$ cat config.mk
export PLATFORM = sky130hd
export DESIGN_NAME = debouncer_n
export DESIGN_NICKNAME = d
export VERILOG_FILES = /design/src/rtl/debouncer_n.sv
export SDC_FILE = /design/constraint.sdc
export NUM_CORES = 1
export LEC_CHECK = 0
export BUFFER_PORTS_ARGS = -buffer_cell sky130_fd_sc_hd__buf_2
export CORE_AREA = 4 4 43 54
export CTS_BUF_LIST = sky130_fd_sc_hd__clkbuf_4
export DETAILED_ROUTE_END_ITERATION = 8
export DIE_AREA = 0 0 47 58
export SYNTH_ARGS = -nofsm -noshare
export SYNTH_HDL_FRONTEND = slang
export SYNTH_SLANG_ARGS = --single-unit
$ cat constraint.sdc
create_clock -name clk -period 1.9 [get_ports clk]
set_input_delay 0.285 -clock clk [delete_from_list [all_inputs] [get_ports clk]]
set_output_delay 0.285 -clock clk [all_outputs]
set_load 0.05 [all_outputs]
$ cat src/rtl/debouncer_n.sv
// N-channel input debouncer: 2-flop synchroniser plus a per-channel stability counter.
// Define DEBOUNCER_N_EDGE_EN to enable the registered rise/fall event outputs.
module debouncer_n #(
    parameter int               WIDTH         = 2,
    parameter int               STABLE_CYCLES = 16,
    parameter logic [WIDTH-1:0] RESET_VAL     = {WIDTH{1'b1}}
) (
    input  logic             clk,
    input  logic             reset,
    input  logic [WIDTH-1:0] in,
    output logic [WIDTH-1:0] out,
    output logic [WIDTH-1:0] rise,
    output logic [WIDTH-1:0] fall
);

    localparam int CNT_W = (STABLE_CYCLES < 2) ? 1 : $clog2(STABLE_CYCLES + 1);
    localparam logic [CNT_W-1:0] CNT_MAX = CNT_W'(STABLE_CYCLES - 1);

    if (WIDTH < 1 || STABLE_CYCLES < 1) begin : g_bad_params
        $error("debouncer_n: WIDTH and STABLE_CYCLES must both be >= 1");
    end

    logic [WIDTH-1:0]            sync1_q;
    logic [WIDTH-1:0]            sync2_q;
    logic [WIDTH-1:0]            out_q, out_d;
    logic [WIDTH-1:0][CNT_W-1:0] cnt_q, cnt_d;

    // NOTE: every variable gets a default before the per-channel decisions, so no latch can form.
    always_comb begin
        out_d = out_q;
        cnt_d = '0;
        for (int i = 0; i < WIDTH; i++) begin
            if (sync2_q[i] != out_q[i]) begin
                if (cnt_q[i] == CNT_MAX) begin
                    out_d[i] = sync2_q[i];
                end else begin
                    cnt_d[i] = cnt_q[i] + CNT_W'(1);
                end
            end
        end
    end

    // NOTE: sequential state uses non-blocking assignments only; reset is synchronous and wins over all updates.
    always_ff @(posedge clk) begin
        if (reset) begin
            sync1_q <= RESET_VAL;
            sync2_q <= RESET_VAL;
            out_q   <= RESET_VAL;
            cnt_q   <= '0;
        end else begin
            sync1_q <= in;
            sync2_q <= sync1_q;
            out_q   <= out_d;
            cnt_q   <= cnt_d;
        end
    end

    assign out = out_q;

`ifdef DEBOUNCER_N_EDGE_EN
    logic [WIDTH-1:0] prev_out_q;
    logic [WIDTH-1:0] rise_q, rise_d;
    logic [WIDTH-1:0] fall_q, fall_d;

    // prev_out restarts at RESET_VAL alongside out, so reset itself never looks like an edge.
    always_comb begin
        rise_d = out_q & ~prev_out_q;
        fall_d = ~out_q & prev_out_q;
    end

    always_ff @(posedge clk) begin
        if (reset) begin
            prev_out_q <= RESET_VAL;
            rise_q     <= '0;
            fall_q     <= '0;
        end else begin
            prev_out_q <= out_q;
            rise_q     <= rise_d;
            fall_q     <= fall_d;
        end
    end

    assign rise = rise_q;
    assign fall = fall_q;
`else
    assign rise = '0;
    assign fall = '0;
`endif

endmodule

==> qor.csv, run 1 <==
stage;metric;value;unit
floorplan;die outline width;47;um
cells_and_area;Layout area overhead;9.20;%
global_route;vias in the first global route;361;
cells_and_area;most frequent cells in the layout;dfxtp_1 (16), nor2_1 (10), buf_2 (5);
power_and_ir_drop;LEAKAGE;0.000272;uW
run_status;status;finished, final reports clean;
flow_run;max cap viols;0;
timing;period utilisation layout;80.7;%
timing;Final min period;1.53;ns
clock_network;CTS resizes;0;
global_route;largest net degree at the start of global routing;10;
routing;initial DRC count;0;
yosys;Synth cell types;14;
routing;DRC;0;
power_and_ir_drop;part of the power in combinational logic;5.7;%
routing;DRT antenna net count;0;
timing;f_max;652;MHz
global_route;initial antenna violation count;0;
setup_path;required time of the critical path;2.12;ns
power_and_ir_drop;Sw Share;22.2;%
power_and_ir_drop;VDD IR max;0.447;mV
global_route;met2 Use GR;10.7;%
power_and_ir_drop;P_sw;121;uW
clock_network;Max Buffers Root-to-Sink;2;
clock_network;hold-fix buffer count after cts;0;
clock_network;TritonCTS clock tree;done;
placed_design;number of buffers added on ports;5;
setup_path;crit end category;register;
global_route;met1 usage;7.63;%
timing;Final Hold Fails;0;
placed_design;Final GP Congestion;0.599;
yosys;register area share after synthesis;52.4;%
timing;TNS Setup;0;ns
hold_path;hold path depth;2;
cells_and_area;Nets;76;
yosys;Yosys reg bits;16;
routing;Detailed Routing Iterations Pass 1;1;
yosys;Mapped Area;612;sq um
routing;vias per inst;4.33;
timing;Final setup viols;0;
setup_path;Worst Reg-to-Reg Cells;5;
yosys;yosys warns;0;
setup_path;Crit Path Max Fanout;5;
setup_path;Setup crit start kind;register;
global_route;total gr overflow;0;
global_route;met3 Use GR;2.80;%
cells_and_area;Finished Core Util;37.4;%
setup_path;WP data arrival;1.75;ns
clock_network;level count of the clock H-tree;1;
clock_network;Skew-Pair Late Insertion Delay;0.27;ns
floorplan;IO Pins;10;
floorplan;die area;2730;sq um
cells_and_area;most common cell after layout, fill and taps aside;dfxtp_1;
yosys;Syn Area/Cell;10.4;sq um
routing;wire per inst;9.05;um
power_and_ir_drop;sequential share of power;63.0;%
timing;RSZ-0062 raised after global routing;no;
clock_network;clk root buf;clkbuf_4;
power_and_ir_drop;Clock Power Share;31.3;%
routing;DR vias;372;
cells_and_area;share of cells above drive strength 1;23.9;%
placed_design;HPWL after detailed placement;586;um
timing;max-slew violations;0;
yosys;cell count after synthesis;59;
routing;final WL;778;um
global_route;GRT Max-Usage Layer;met2;
power_and_ir_drop;Internal;424;uW
power_and_ir_drop;PwrDens;816;nW/um^2
clock_network;Clock Pin Slew Worst Setup and Hold Paths;0.09;ns
floorplan;Starting Density;34.2;%
floorplan;FP Rows;17;
clock_network;Sink Count;16;
timing;clk_skew;0.000188;ns
clock_network;Num CTS Buffers;3;
global_route;first-pass GRT wire length;1.33;mm
cells_and_area;n_diodes;0;
floorplan;core area;1790;sq um
global_route;total track usage;6.99;%
setup_path;WS Path Type;reg -> reg;
floorplan;Die Height;58;um
clock_network;Post-CTS Setup Bufs;0;
hold_path;Worst Hold Class;in -> reg;
setup_path;Reg2Reg Setup Slack;0.37;ns
-- kinds of logic after synthesis --
logic type,share of synthesized area [%]
AND/OR/NAND/NOR,19.6
other,0.613
adder cells (fa/ha/maj),8.18
XOR/XNOR,8.59
flip-flops,52.4
AO/OA/AOI/OAI,3.27
buffers and inverters,7.36
-- cell type report --
type,count,area [sq um]
Sequential cell,16,320
Clock buffer,3,22.5
Fill cell,196,1120
Tap cell,19,23.8
Timing Repair Buffer,5,25.0
Inverter,4,15.0
Multi-Input combinational cell,38,258
Clock inverter,1,3.75
-- power by group through the flow --
stage	sequential [uW]	clock, uW	combinational (uW)
floorplan	350	0	31.7
global placement	351	0	30.5
detailed placement	351	0	31.0
CTS	343	179	31.2
global route	344	197	33.9
finish	343	171	31.1
-- metal layers --
metal | share of wire (%) | wire [um]
met4 | 0 | 0
met2 | 48 | 374
met1 | 47 | 368
met3 | 4.6 | 36
met5 | 0 | 0
-- cell usage after synthesis --
cell / number / area (sq um)
a211o_2: 2 / 20.0
and3_1: 2 / 12.5
buf_4: 4 / 30.0
conb_1: 1 / 3.75
dfxtp_1: 16 / 320
ha_1: 4 / 50.1
inv_1: 4 / 15.0
nand3_1: 2 / 10.0
nor2_1: 10 / 37.5
nor2b_1: 2 / 12.5
or2_2: 4 / 25.0
or3_4: 2 / 22.5
xnor2_1: 4 / 35.0
xor2_1: 2 / 17.5
-- through the flow --
stage          power (uW)  hold WS [ns]  cells  setup WS (ns)  cell area [sq um]
5_1_grt               575         0.181     86          0.281                668
3_3_place_gp          381         0.395     82          0.403                642
2_1_floorplan         382         0.384     62          0.463                623
6_report              545         0.191     86          0.366                668
4_1_cts               553         0.185     86          0.360                668
3_5_place_dp          382         0.402     82          0.373                642
-- flip-flops by register name, summed over array words and instances (netlist names) --
signal / flops
sync1_q: 2
out: 2
cnt_q: 10
sync2_q: 2
-- path summary, 6_finish.rpt --
kind	from	to
setup / recovery	cnt_q[0]	cnt_q[3]
hold reg to reg	sync1_q[1]	sync2_q[1]
hold / removal	in[0]	sync1_q[0]
setup reg to reg	cnt_q[0]	cnt_q[3]
-- worst max-delay path: stages (launching register included) --
cell     delay, ns
dfxtp_1       0.33
ha_1          0.21
and3_1        0.19
ha_1          0.21
or3_4         0.42
nor2_1        0.11
(Power assumes the default switching activity.)
==> inputs of run 2 (changes only) <==
clock period = 1.4 ns   (was 1.9 ns; I/O delays follow)
==> qor.csv, run 2 (same netlist as run 1, synthesis figures left out) <==
stage;metric;value;unit;change
timing;Final setup viols;2;;+2
timing;RSZ-0062 raised after global routing;yes;;
placed_design;Place WS;-0.0461;ns;-0.420 ns
clock_network;clk root buf;clkbuf_4;;
global_route;first-pass GRT wire length;1.53;mm;+15%
cells_and_area;Most flops, register;cnt_q;;
setup_path;worst-path cell chain;ha_4 -> and3_4 -> ha_4 -> or3_4 -> nor2_2;;
floorplan;Die Height;58;um;unchanged
routing;DRC;0;;unchanged
timing;TNS Setup;-0.0168;ns;-0.0168 ns
power_and_ir_drop;Design Power;747;uW;+37%
routing;final WL;874;um;+12%
setup_path;Setup crit start kind;register;;
clock_network;Clock Pin Slew Worst Setup and Hold Paths;0.09;ns;about the same
placed_design;number of buffers added on ports;5;;unchanged
hold_path;Worst Hold Class;in -> reg;;
routing;DRT antenna net count;0;;unchanged
floorplan;core area;1790;sq um;unchanged
run_status;status;finished with violations;;
placed_design;HPWL after detailed placement;636;um;+8.6%
run_status;failing checks;negative setup slack;;
setup_path;WS Path Type;reg -> reg;;
timing;max-slew violations;0;;unchanged
setup_path;crit end category;register;;
global_route;vias in the first global route;401;;+11%
routing;DR vias;395;;+6.2%
timing;clk_skew;0.00582;ns;+0.00563 ns
timing;Hold Slack;0.109;ns;-0.0824 ns
routing;Detailed Routing Iterations Pass 1;3;;+2
routing;wire per inst;9.71;um;+7.3%
setup_path;WP data arrival;1.63;ns;-0.12 ns
global_route;total track usage;8.05;%;+1.1 points
setup_path;CP dominant cell by count;ha_4;;
global_route;largest net degree at the start of global routing;10;;unchanged
cells_and_area;Post-Layout Cell Count;90;;+4.7%
floorplan;die outline width;47;um;unchanged
global_route;initial antenna violation count;0;;unchanged
setup_path;slowest cell on the critical path;or3_4;;
cells_and_area;share of cells above drive strength 1;52.1;%;+28 points
placed_design;Final GP Congestion;0.667;;+11%
power_and_ir_drop;PwrDens;957;nW/um^2;+17%
routing;vias per inst;4.39;;+1.5%
cells_and_area;n_diodes;0;;unchanged
clock_network;level count of the clock H-tree;1;;unchanged
placed_design;placed instance count;86;;+4.9%
power_and_ir_drop;LEAKAGE;0.000286;uW;+5.1%
setup_path;Crit Path Max Fanout;5;;unchanged
flow_run;max cap viols;0;;unchanged
timing;f_max;710;MHz;+8.8%
timing;period utilisation layout;101;%;+20 points
global_route;total gr overflow;0;;unchanged
timing;Final Hold Fails;0;;unchanged
timing;Final min period;1.41;ns;-0.125 ns
clock_network;Sink Count;16;;unchanged
timing;PnR worst setup slack;-0.00912;ns;-0.375 ns
floorplan;FP Rows;17;;unchanged
clock_network;TritonCTS clock tree;done;;
cells_and_area;max reg flops;10;;unchanged
clock_network;Max Buffers Root-to-Sink;2;;unchanged
floorplan;IO Pins;10;;unchanged
cells_and_area;most frequent cells in the layout;dfxtp_1 (12), nor2_2 (7), buf_2 (5);;
setup_path;max incr delay on CP;0.41;ns;about the same
clock_network;hold-fix buffer count after cts;0;;unchanged
cells_and_area;Nets;80;;+5.3%
cells_and_area;most common cell after layout, fill and taps aside;dfxtp_1;;
cells_and_area;Layout area overhead;27.6;%;
floorplan;die area;2730;sq um;unchanged
power_and_ir_drop;VDD IR max;0.559;mV;+25%
floorplan;Starting Density;34.2;%;unchanged
setup_path;required time of the critical path;1.62;ns;-0.50 ns
clock_network;Num CTS Buffers;3;;unchanged
routing;initial DRC count;2;;+2
clock_network;Skew-Pair Late Insertion Delay;0.28;ns;about the same
run 2: cell count changes in the layout (fill, tap and decap cells not counted), sizes merged:
cell	change
buf	+4
run 2: path summary, 6_finish.rpt:
path,from,slack [ns],to,cells past startpoint
setup / recovery,cnt_q[5],-0.009,cnt_q[7],5
hold / removal,in[1],0.11,sync1_q[1],2
setup reg to reg,cnt_q[5],-0.009,cnt_q[7],5
hold reg to reg,sync1_q[0],0.42,sync2_q[0],1
run 2: power by group:
group	switching [uW]	internal, uW	total [uW]
registers	3.85	462	466
clock network	131	103	235
logic	33.4	13.3	46.7
total	169	579	747
run 2: worst max-delay path: cells and delay by family, from the launching register on:
family / cells / cell delay [ns]
adder cells (fa/ha/maj): 2 / 0.31
flip-flops: 1 / 0.34
AND/OR/NAND/NOR: 3 / 0.70
run 2: area by class of cell:
cell class,instances,area (sq um)
tap,19,23.8
clock buffer,3,22.5
inverter,4,15.0
fill,194,1010
timing repair buffer,9,55.1
multi-input combinational,38,335
clock inverter,1,3.75
sequential,16,325
run 2: repair_timing:
item,in CTS,in global routing
pin swaps,5,6
resized for setup,5,14
setup buffers,0,0
setup endpoints to repair,10,9
endpoints found under the hold margin,0,0
gates cloned,0,0
run 2: per-stage QoR:
step | util, % | area, sq um
6_report | 43.7 | 781
5_1_grt | 43.7 | 781
4_1_cts | 40.5 | 724
3_5_place_dp | 37.9 | 677
3_3_place_gp | 37.9 | 677
2_1_floorplan | - | 628
run 2: per-layer routing:
metal	wire length, um	vias to the layer above	GRT usage (%)
met5	0	-	0
li1	-	201	-
met3	47	2	3.11
met4	12	0	7.11
met2	449	9	11.8
met1	365	183	8.51
==> inputs of run 3 (changes only) <==
PLACE_DENSITY_LB_ADDON = 0.1   (was not set)
==> qor.csv, run 3 (same netlist as run 1, synthesis figures left out) <==
stage;metric;value;unit;change
routing;DRC;0;;unchanged
placed_design;number of buffers added on ports;5;;unchanged
floorplan;FP Rows;17;;unchanged
timing;TNS Setup;0;ns;+0.0168 ns
timing;clk_skew;0.00512;ns;-0.000695 ns
global_route;met3 Use GR;3.11;%;unchanged
timing;Final Hold Fails;0;;unchanged
run_status;status;finished, final reports clean;;
setup_path;Crit Path Max Fanout;5;;unchanged
power_and_ir_drop;Clock Power Share;30.4;%;-1.0 points
global_route;first-pass GRT wire length;1.71;mm;+12%
timing;Final setup viols;0;;-2
timing;f_max;734;MHz;+3.4%
power_and_ir_drop;Design Power;737;uW;-1.4%
global_route;total gr overflow;0;;unchanged
timing;PnR worst setup slack;0.0367;ns;+0.0459 ns
floorplan;IO Pins;10;;unchanged
power_and_ir_drop;Internal;575;uW;-0.67%
clock_network;Skew-Pair Late Insertion Delay;0.27;ns;about the same
placed_design;Place WS;-0.0413;ns;+0.00480 ns
cells_and_area;n_diodes;0;;unchanged
cells_and_area;Post-Layout Cell Count;91;;+1.1%
flow_run;max cap viols;0;;unchanged
setup_path;crit end category;register;;
routing;Detailed Routing Iterations Pass 1;2;;-1
timing;Final min period;1.36;ns;-0.0459 ns
routing;final WL;919;um;+5.1%
setup_path;worst-path cell chain;ha_4 -> and3_4 -> ha_4 -> or3_4 -> nor2_2;;
power_and_ir_drop;sequential share of power;63.3;%;+1.0 points
cells_and_area;Nets;82;;+2.5%
routing;wire per inst;10.1;um;+4.0%
setup_path;max incr delay on CP;0.36;ns;-0.05 ns
floorplan;Starting Density;34.2;%;unchanged
placed_design;Final GP Congestion;0.716;;+7.3%
floorplan;die outline width;47;um;unchanged
global_route;vias in the first global route;397;;-1.0%
hold_path;Worst Hold Class;in -> reg;;
timing;max-slew violations;0;;unchanged
routing;vias per inst;4.33;;-1.3%
setup_path;WS Path Type;reg -> reg;;
global_route;largest net degree at the start of global routing;9;;-1
cells_and_area;Most flops, register;cnt_q;;
global_route;GRT Max-Usage Layer;met2;;
setup_path;WP data arrival;1.58;ns;-0.05 ns
setup_path;CP dominant cell by count;ha_4;;
floorplan;core area;1790;sq um;unchanged
power_and_ir_drop;LEAKAGE;0.000295;uW;+3.1%
placed_design;HPWL after detailed placement;629;um;-1.1%
cells_and_area;max reg flops;10;;unchanged
power_and_ir_drop;P_sw;162;uW;-4.1%
clock_network;Sink Count;16;;unchanged
setup_path;Crit path max-delay family;simple AND/OR/NAND/NOR gates;;
setup_path;slowest cell on the critical path;or3_4;;
timing;RSZ-0062 raised after global routing;yes;;
setup_path;Setup crit start kind;register;;
cells_and_area;most common cell after layout, fill and taps aside;dfxtp_1;;
clock_network;level count of the clock H-tree;1;;unchanged
timing;period utilisation layout;97.4;%;-3.3 points
routing;initial DRC count;1;;-1
setup_path;Buf+Inv Stages, Crit Path;0;;unchanged
placed_design;placed instance count;87;;+1.2%
cells_and_area;Layout area overhead;28.2;%;
power_and_ir_drop;PwrDens;939;nW/um^2;-1.9%
power_and_ir_drop;VDD IR max;0.454;mV;-19%
clock_network;Max Buffers Root-to-Sink;2;;unchanged
global_route;met2 Use GR;12.0;%;+0.19 points
cells_and_area;share of cells above drive strength 1;50.0;%;-2.1 points
clock_network;TritonCTS clock tree;done;;
cells_and_area;most frequent cells in the layout;dfxtp_1 (12), nor2_1 (6), buf_4 (6);;
setup_path;required time of the critical path;1.62;ns;about the same
clock_network;Clock Pin Slew Worst Setup and Hold Paths;0.08;ns;about the same
global_route;met1 usage;11.5;%;+3.0 points
routing;DR vias;394;;-0.25%
clock_network;Num CTS Buffers;3;;unchanged
routing;DRT antenna net count;0;;unchanged
clock_network;clk root buf;clkbuf_4;;
floorplan;die area;2730;sq um;unchanged
global_route;initial antenna violation count;0;;unchanged
power_and_ir_drop;part of the power in combinational logic;6.3;%;about the same
cells_and_area;Finished Core Util;43.9;%;+0.21 points
global_route;total track usage;8.89;%;+0.84 points
power_and_ir_drop;Sw Share;22.0;%;-0.61 points
floorplan;Die Height;58;um;unchanged
run 3: area by class of cell:
cell class	instances	area, sq um
clock buffers	3	22.5
multi-input cells	38	328
well taps	19	23.8
inverters	4	15.0
flip-flops and latches	16	325
repair buffers	11	70.1
fillers	185	1000
run 3: through the flow:
stage	instance area (sq um)	hold slack (ns)
after detailed placement	684	0.396
after global routing	785	0.108
after floorplan	628	0.309
final	785	0.116
after global placement	684	0.392
after CTS	728	0.105
run 3: power by group through the flow:
stage | clock, uW | combinational, uW | sequential (uW)
global route | 260 | 51.0 | 467
CTS | 239 | 45.2 | 465
detailed placement | 0 | 45.1 | 476
floorplan | 0 | 43.2 | 475
finish | 224 | 46.3 | 466
global placement | 0 | 44.5 | 475
run 3: what timing repair did:
| item | in CTS | in global routing |
|---|---|---|
| setup endpoints to repair | 11 | 9 |
| hold endpoints to repair | 0 | 0 |
| resized for setup | 5 | 11 |
| pin swaps | 4 | 2 |
| buffers inserted | 0 | 1 |
| hold buffers | 0 | 0 |
run 3: final timing paths:
check / startpoint / slack, ns / cells after the start / end
max: cnt_q[0] / 0.04 / 5 / cnt_q[1]
max reg2reg: cnt_q[0] / 0.04 / 5 / cnt_q[1]
min reg2reg: sync1_q[0] / 0.41 / 1 / sync2_q[0]
min: in[1] / 0.12 / 2 / sync1_q[1]
run 3: routing by layer:
layer	vias to the layer above	share of wire, %
met5	-	0
met4	0	3.5
met3	4	5.4
met2	9	47
met1	175	43
li1	206	-
